===== src/rtl/mips_pkg.sv =====
// Shared MIPS datapath constants, register indices and word/address types.
// Used by the register file, ALU, control and data-memory blocks.
package mips_pkg;

  localparam int DATA_W   = 32;
  localparam int ADDR_W   = 5;
  localparam int NUM_REGS = 32;

  typedef logic [ADDR_W-1:0] reg_addr_t;
  typedef logic [DATA_W-1:0] word_t;

  localparam reg_addr_t REG_ZERO = 5'd0;
  localparam reg_addr_t REG_AT   = 5'd1;
  localparam reg_addr_t REG_V0   = 5'd2;
  localparam reg_addr_t REG_SP   = 5'd29;
  localparam reg_addr_t REG_RA   = 5'd31;

endpackage


===== src/rtl/mips_reg_file_if.sv =====
// Register-file access bundle: two read ports plus one write-back port.
// master = datapath side, slave = register file.
interface mips_reg_file_if #(
  parameter int DATA_W = mips_pkg::DATA_W,
  parameter int ADDR_W = mips_pkg::ADDR_W
);

  logic [ADDR_W-1:0] rs_addr;
  logic [ADDR_W-1:0] rt_addr;
  logic [DATA_W-1:0] rs_data;
  logic [DATA_W-1:0] rt_data;
  logic              wr_en;
  logic [ADDR_W-1:0] wr_addr;
  logic [DATA_W-1:0] wr_data;

  modport master (
    output rs_addr, rt_addr,
    output wr_en, wr_addr, wr_data,
    input  rs_data, rt_data
  );

  modport slave (
    input  rs_addr, rt_addr,
    input  wr_en, wr_addr, wr_data,
    output rs_data, rt_data
  );

endinterface


===== src/rtl/mips_rf_read_port.sv =====
// One combinational register-file read port with r0 masking.
// Optional RF_BYPASS_EN adds same-cycle write-to-read forwarding.
module mips_rf_read_port #(
  parameter int DATA_W   = mips_pkg::DATA_W,
  parameter int ADDR_W   = mips_pkg::ADDR_W,
  parameter int NUM_REGS = mips_pkg::NUM_REGS
) (
  input  logic [ADDR_W-1:0]               addr,
  input  logic [NUM_REGS-1:0][DATA_W-1:0] regs,
`ifdef RF_BYPASS_EN
  input  logic                            byp_ok,
  input  logic                            wr_en,
  input  logic [ADDR_W-1:0]               wr_addr,
  input  logic [DATA_W-1:0]               wr_data,
`endif
  output logic [DATA_W-1:0]               data
);

  import mips_pkg::*;

  localparam logic [ADDR_W-1:0] ZERO = ADDR_W'(REG_ZERO);

  always_comb begin
    data = '0;
    if (addr != ZERO) begin
      data = regs[addr];
    end
`ifdef RF_BYPASS_EN
    // byp_ok is low in reset so a discarded write is never forwarded
    if (byp_ok && wr_en &&
        (wr_addr != ZERO) &&
        (wr_addr == addr)) begin
      data = wr_data;
    end
`endif
  end

endmodule


===== src/rtl/mips_reg_file.sv =====
// 32 x 32 MIPS general-purpose register file, r0 hardwired to zero.
// Define RF_BYPASS_EN to forward the write port to both read ports.
module mips_reg_file #(
  parameter int DATA_W   = mips_pkg::DATA_W,
  parameter int ADDR_W   = mips_pkg::ADDR_W,
  parameter int NUM_REGS = mips_pkg::NUM_REGS
) (
  input logic            clk,
  input logic            rst_n,
  mips_reg_file_if.slave rf
);

  import mips_pkg::*;

  localparam logic [ADDR_W-1:0] ZERO = ADDR_W'(REG_ZERO);

  if (NUM_REGS != (2 ** ADDR_W)) begin : g_bad_cfg
    $error("NUM_REGS must equal 2**ADDR_W");
  end

  // r0 has no storage; the array starts at index 1
  logic [NUM_REGS-1:1][DATA_W-1:0] regs_q;
  logic [NUM_REGS-1:1][DATA_W-1:0] regs_d;
  logic [NUM_REGS-1:0][DATA_W-1:0] rf_view;

  always_comb begin
    regs_d = regs_q;
    if (rf.wr_en && (rf.wr_addr != ZERO)) begin
      regs_d[rf.wr_addr] = rf.wr_data;
    end
  end

  always_ff @(posedge clk or negedge rst_n) begin
    if (!rst_n) begin
      regs_q <= '0;
    end else begin
      regs_q <= regs_d;
    end
  end

  assign rf_view = {regs_q, DATA_W'(0)};

  mips_rf_read_port #(
    .DATA_W   (DATA_W),
    .ADDR_W   (ADDR_W),
    .NUM_REGS (NUM_REGS)
  ) u_rs_port (
    .addr    (rf.rs_addr),
    .regs    (rf_view),
`ifdef RF_BYPASS_EN
    .byp_ok  (rst_n),
    .wr_en   (rf.wr_en),
    .wr_addr (rf.wr_addr),
    .wr_data (rf.wr_data),
`endif
    .data    (rf.rs_data)
  );

  mips_rf_read_port #(
    .DATA_W   (DATA_W),
    .ADDR_W   (ADDR_W),
    .NUM_REGS (NUM_REGS)
  ) u_rt_port (
    .addr    (rf.rt_addr),
    .regs    (rf_view),
`ifdef RF_BYPASS_EN
    .byp_ok  (rst_n),
    .wr_en   (rf.wr_en),
    .wr_addr (rf.wr_addr),
    .wr_data (rf.wr_data),
`endif
    .data    (rf.rt_data)
  );

endmodule


===== src/flat_wrapper.sv =====
// flat-port wrapper written by rule: the top's interface ports become plain ports
module mips_reg_file_flat import mips_pkg::*;
#(
  parameter int DATA_W   = mips_pkg::DATA_W,
  parameter int ADDR_W   = mips_pkg::ADDR_W,
  parameter int NUM_REGS = mips_pkg::NUM_REGS
)
  (clk, rst_n, rf_rs_addr, rf_rt_addr, rf_wr_en, rf_wr_addr, rf_wr_data, rf_rs_data, rf_rt_data);
  mips_reg_file_if #(.DATA_W(DATA_W), .ADDR_W(ADDR_W)) rf_i ();
  input logic clk;
  input logic rst_n;
  input wire logic [$bits(rf_i.rs_addr)-1:0] rf_rs_addr;
  input wire logic [$bits(rf_i.rt_addr)-1:0] rf_rt_addr;
  input wire logic [$bits(rf_i.wr_en)-1:0] rf_wr_en;
  input wire logic [$bits(rf_i.wr_addr)-1:0] rf_wr_addr;
  input wire logic [$bits(rf_i.wr_data)-1:0] rf_wr_data;
  output wire logic [$bits(rf_i.rs_data)-1:0] rf_rs_data;
  output wire logic [$bits(rf_i.rt_data)-1:0] rf_rt_data;
  assign rf_i.rs_addr = rf_rs_addr;
  assign rf_i.rt_addr = rf_rt_addr;
  assign rf_i.wr_en = rf_wr_en;
  assign rf_i.wr_addr = rf_wr_addr;
  assign rf_i.wr_data = rf_wr_data;
  assign rf_rs_data = rf_i.rs_data;
  assign rf_rt_data = rf_i.rt_data;
  mips_reg_file #(.DATA_W(DATA_W), .ADDR_W(ADDR_W), .NUM_REGS(NUM_REGS)) u_core (.clk(clk), .rst_n(rst_n), .rf(rf_i));
endmodule

===== config.mk =====
export PLATFORM = sky130hd
export DESIGN_NAME = mips_reg_file_flat
export DESIGN_NICKNAME = d
export VERILOG_FILES = /design/src/rtl/mips_pkg.sv /design/src/rtl/mips_reg_file_if.sv /design/src/rtl/mips_rf_read_port.sv /design/src/rtl/mips_reg_file.sv /design/src/flat_wrapper.sv
export SDC_FILE = /design/constraint.sdc
export NUM_CORES = 2
export LEC_CHECK = 0
export CORE_ASPECT_RATIO = 0.6
export CORE_UTILIZATION = 40
export DETAILED_ROUTE_END_ITERATION = 10
export PLACE_DENSITY_LB_ADDON = 0.25
export SLEW_MARGIN = 5
export SYNTH_ARGS = -nofsm -noshare
export SYNTH_HDL_FRONTEND = slang
export SYNTH_SLANG_ARGS = --single-unit
export TNS_END_PERCENT = 10

===== constraint.sdc =====
create_clock -name clk -period 6.44 [get_ports clk]
set_input_delay 1.288 -clock clk [delete_from_list [all_inputs] [get_ports clk]]
set_output_delay 1.288 -clock clk [all_outputs]
set_load 0.005 [all_outputs]

After elaboration in Yosys (flattened, before gate mapping)
Index checks and enable logic that the tools add are counted.
{"block": "word_totals", "reg_bits": 992, "in_bits": 50, "out_inout_bits": 64, "elab_cells": 49}
{"block": "op_classes", "magnitude_cmp": 4, "mux": 9, "reduce_logical": 5}
{"cell": "bitwise mux 992 bit", "n": 1}
{"cell": "binary-select mux 32 bit (select 5 bit)", "n": 2}
{"cell": "demux 32 bit (select 5 bit)", "n": 1}
{"cell": "two-way mux 32 bit", "n": 5}
{"cell": "less-than comparator 5 x 6 -> 1 bit, second input constant", "n": 3}
{"cell": "nonzero test 5 bit", "n": 3}
{"cell": "greater-or-equal comparator 5 x 1 -> 1 bit, second input constant", "n": 1}
{"cell": "logical AND 1 bit", "n": 2}

Logic depth before layout (Yosys ltp)
{"block": "logic_depth", "depth_word": 5, "depth_mapped": 9, "mapped_depth_nobuf": 4}

Cells and area by module
Synthesis repeated with hierarchy kept, for this count alone.
{"block": "hier_totals", "cells_unflattened": 3552, "hier_area_um2": 53830.4}
{"module": "mips_reg_file", "instances": 1, "cells_per_inst": 2224, "area_per_inst_um2": 37094.3, "seq_area_each_um2": 24823.8}
{"module": "mips_rf_read_port", "instances": 2, "cells_per_inst": 664, "area_per_inst_um2": 8368.0, "seq_area_each_um2": 0.0}

Worst setup path before layout
Ideal clock, no wire load.
{"block": "synth_path", "kind": "input to output", "start": "in rf_rt_addr[1]", "end": "out rf_rt_data[21]", "arrival_ps": 2644, "required_time_ps": 5152, "setup_slack_ps": 2508, "path_stages": 6, "n_path_buf": 3, "cell_sequence": "buf_6 -> buf_6 -> buf_2 -> mux4_2 -> a211oi_1 -> nor4_2"}
{"block": "synth_between", "elab_chain_cells": 3, "elab_cells_between_ends": 4, "classes_between": "3 x mux; 1 x reduce/logical"}
{"item": "start: declaration", "line": "flat_wrapper.sv:13", "text": "input wire logic [$bits(rf_i.rt_addr)-1:0] rf_rt_addr;"}
{"item": "binary-select mux 32 bit (select 5 bit)", "line": "mips_rf_read_port.sv:26", "text": "data = regs[addr];"}
{"item": "two-way mux 32 bit (implied by the code)", "line": "mips_rf_read_port.sv:26"}
{"item": "two-way mux 32 bit (*)", "line": "mips_rf_read_port.sv:25", "text": "if (addr != ZERO) begin"}
{"item": "end: declaration", "line": "flat_wrapper.sv:18", "text": "output wire logic [$bits(rf_i.rt_data)-1:0] rf_rt_data;"}
Mark *: on every way between the ends. The rest lies on a longest branch, timed or not. The select of a mux whose other input is x is not followed.

Worst setup path after layout
{"block": "layout_path", "start": "in rf_rs_addr[1]", "end": "out rf_rs_data[24]"}
{"block": "layout_between", "elab_chain_cells": 3, "elab_cells_between_ends": 4, "classes_between": "3 x mux; 1 x reduce/logical"}
{"item": "start: declaration", "line": "flat_wrapper.sv:12", "text": "input wire logic [$bits(rf_i.rs_addr)-1:0] rf_rs_addr;"}
{"item": "binary-select mux 32 bit (select 5 bit)", "line": "mips_rf_read_port.sv:26"}
{"item": "two-way mux 32 bit (implied by the code)", "line": "mips_rf_read_port.sv:26"}
{"item": "two-way mux 32 bit (*)", "line": "mips_rf_read_port.sv:25"}
{"item": "end: declaration", "line": "flat_wrapper.sv:17", "text": "output wire logic [$bits(rf_i.rs_data)-1:0] rf_rs_data;"}
Marks and branches as above.

==> impl_metrics.toml <==
[cts]
post_cts_buffers = 0
cts_tree = "built"
cts_root_buffer = "clkbuf_16"
hold_buffers = 0
cts_buffers = 96
cts.sinks = 992
clock_latency_ns = 0.72
clock_path_buffers = 3
path_clk_slew_ns = 0.06
cts_resized = 0
htreeDepth = 3

[finish]
drive_gt1_share_pct = 38.1
fin_util_pct = 45.5
area_growth_pct = 12.2
nFillCells = 11894
reg.largest.list = "u_core.regs_q (992)"
final_cell_area_um2 = 60200
regArea_um2 = 24800
nets = 4035
largest_reg_flops = 992
regMostFlops = "u_core.regs_q"
multi_input_area_um2 = 26900

[power_and_ir_drop]
ir_drop_v = 0.000213
p_leak_nw = 26.7
power.density_nw_per_um2 = 312

[yosys]
syn_area_um2 = 53700
post-synth-top-count-cell = "mux2_2"
syn_avg_cell_area_um2 = 13.2
async_flop_share_pct = 100
ys.flop_type = "dfrtp_1"
synth-seq-cells = 992
synth-seq-area-share_pct = 46.3
synth_nets = 4103
ys_warn_count = 0
synthTopCellsByArea = "dfrtp_1, mux2_2, mux2i_1, mux4_2, o22ai_1"
syn_inst = 4053
synth.top_cell.area_share_pct = 46.3
yosysTopAreaCell = "dfrtp_1"
ys_top_cells_by_count = "mux2_2, dfrtp_1, mux2i_1, o22ai_1, clkbuf_1"
synth_edf_count = 0
ys_types = 41

[hold_path]
hold_path_class = "flop to flop"

[critical_path]
rr_startpoint = "u_core.regs_q[279]"
path_max_fanout = 44
crit_family = "simple AND/OR/NAND/NOR gates"
crit_end = "rf_rs_data[24]"
crit_buf_inv = 3
crit_chain = "buf_6, nor2b_4, buf_12, a221o_1, a31oi_1, nor3_1, clkdlybuf4s50_1"
critPathRequiredTime_ns = 5.15
critPathArrivalTime_ns = 4.46
cp-end-kind = "primary output"
crit_type = "input pin to primary output"
cp-startpoint = "rf_rs_addr[1]"
r2r_slack_ns = 5.61
max_stage_delay_ns = 0.80
startpoint_type = "input pin"
reg2reg_to = "u_core.regs_q[279]"
r2r_cells = 1
crit_slowest_cell = "nor2b_4"
cp.depth = 7

[timing]
finalMaxSlewViolations = 0
slew_headroom_pct = 14.1
rsz0062_at_grt = "no"
worst_pin_slew_ns = 1.28
final-setup-viol-count = 0
timing.final.crit_period_ns = 5.75
fin_worst_skew_ns = 0
fin_tns_setup_ns = 0
finalHoldViolations = 0
post-route-period-util_pct = 89.3
finalWorstSetupSlack_ns = 0.691
hold-worst-slack_ns = 0.507
fmax_ghz = 0.174

[placement]
place.gp.congestion = 0.838
place_hpwl_um = 111000
placed_area_um2 = 56600
pre_cts_slack_ns = 0.796
port_buffers = 113

[grt]
grt_pass1_wl_um = 267000
grt_overflow = 0
grt_max_degree = 147
antenna_found_initial = 5
grtUsageTotal_pct = 26.8
grt_pass1_vias = 36058

[floorplan]
core_um2 = 132000
initial_core_util_pct = 40.5
core.rowCount = 103
dieWidth_um = 475
io_pins = 114
die_y_um = 286
dieArea_um2 = 136000

[routing]
first_iter_violations = 3764
wl_um = 183000
viasPerCell = 6.30
post-route-drc-count = 0
ant_nets = 0
num_vias = 36864
wl_per_cell_um = 31.3
drtPass1Iterations = 5

[run_status]
status = "complete, no violations"

[job]
cap_violations = 0
[worst min-delay path by stage]
| stage | start | end | slack (ns) | cells past startpoint |
|---|---|---|---|---|
| 2_1_floorplan | u_core.regs_q[353] | u_core.regs_q[353] | 0.47 | 1 |
| 3_3_place_gp | u_core.regs_q[826] | u_core.regs_q[826] | 0.49 | 1 |
| 3_5_place_dp | u_core.regs_q[361] | u_core.regs_q[361] | 0.49 | 1 |
| 4_1_cts | u_core.regs_q[361] | u_core.regs_q[361] | 0.51 | 1 |
| 5_1_grt | u_core.regs_q[357] | u_core.regs_q[357] | 0.53 | 1 |
| 6_report | u_core.regs_q[354] | u_core.regs_q[354] | 0.51 | 1 |
[power by group]
group	total, W	internal [W]	switching, W
clock network	0.00658	0.00389	0.00269
registers	0.00841	0.00745	0.000952
logic	0.00382	0.00209	0.00173
[layout make-up]
class,instances,area share [%]
Sequential cell,992,41.2
Tap cell,1785,3.71
Clock inverter,46,1.33
Multi-Input combinational cell,2635,44.6
Clock buffer,133,4.70
Antenna cell,4,0.0166
Timing Repair Buffer,260,4.39
[layer usage]
layer / up-vias / GRT usage (%) / part of all wire (%)
li1: 15336 / - / -
met5: - / 0 / 0.022
met1: 19711 / 42.0 / 48
met2: 1545 / 37.3 / 42
met3: 266 / 5.16 / 7.9
met4: 6 / 6.68 / 2.4
[per-stage QoR]
step | total power, W | cells
final | 0.0188 | 5855
after global placement | 0.0122 | 5672
after global routing | 0.0196 | 5852
after CTS | 0.0188 | 5851
after floorplan | 0.0109 | 4053
after detailed placement | 0.0123 | 5672
[kinds of logic after synthesis]
logic type	synth area share [%]
and+or+nand+nor	3.41
muxes	39.5
DFF	46.3
AOI/OAI and AO/OA	6.68
buffers and inverters	4.11
[layout by cell type, fill, tap and decap left out, drive strengths merged, types with 31 or more instances in the layout]
cell type,instances
mux2,1056
dfrtp,992
mux2i,641
o22ai,256
nor3,161
buf,154
clkbuf,133
mux4,129
clkdlybuf4s50,106
a22oi,63
a221o,63
nor2b,37
a21oi,32
nor4,32
a211oi,32
a22o,31
a31oi,31
No activity file was read; power rests on OpenSTA's default activity.
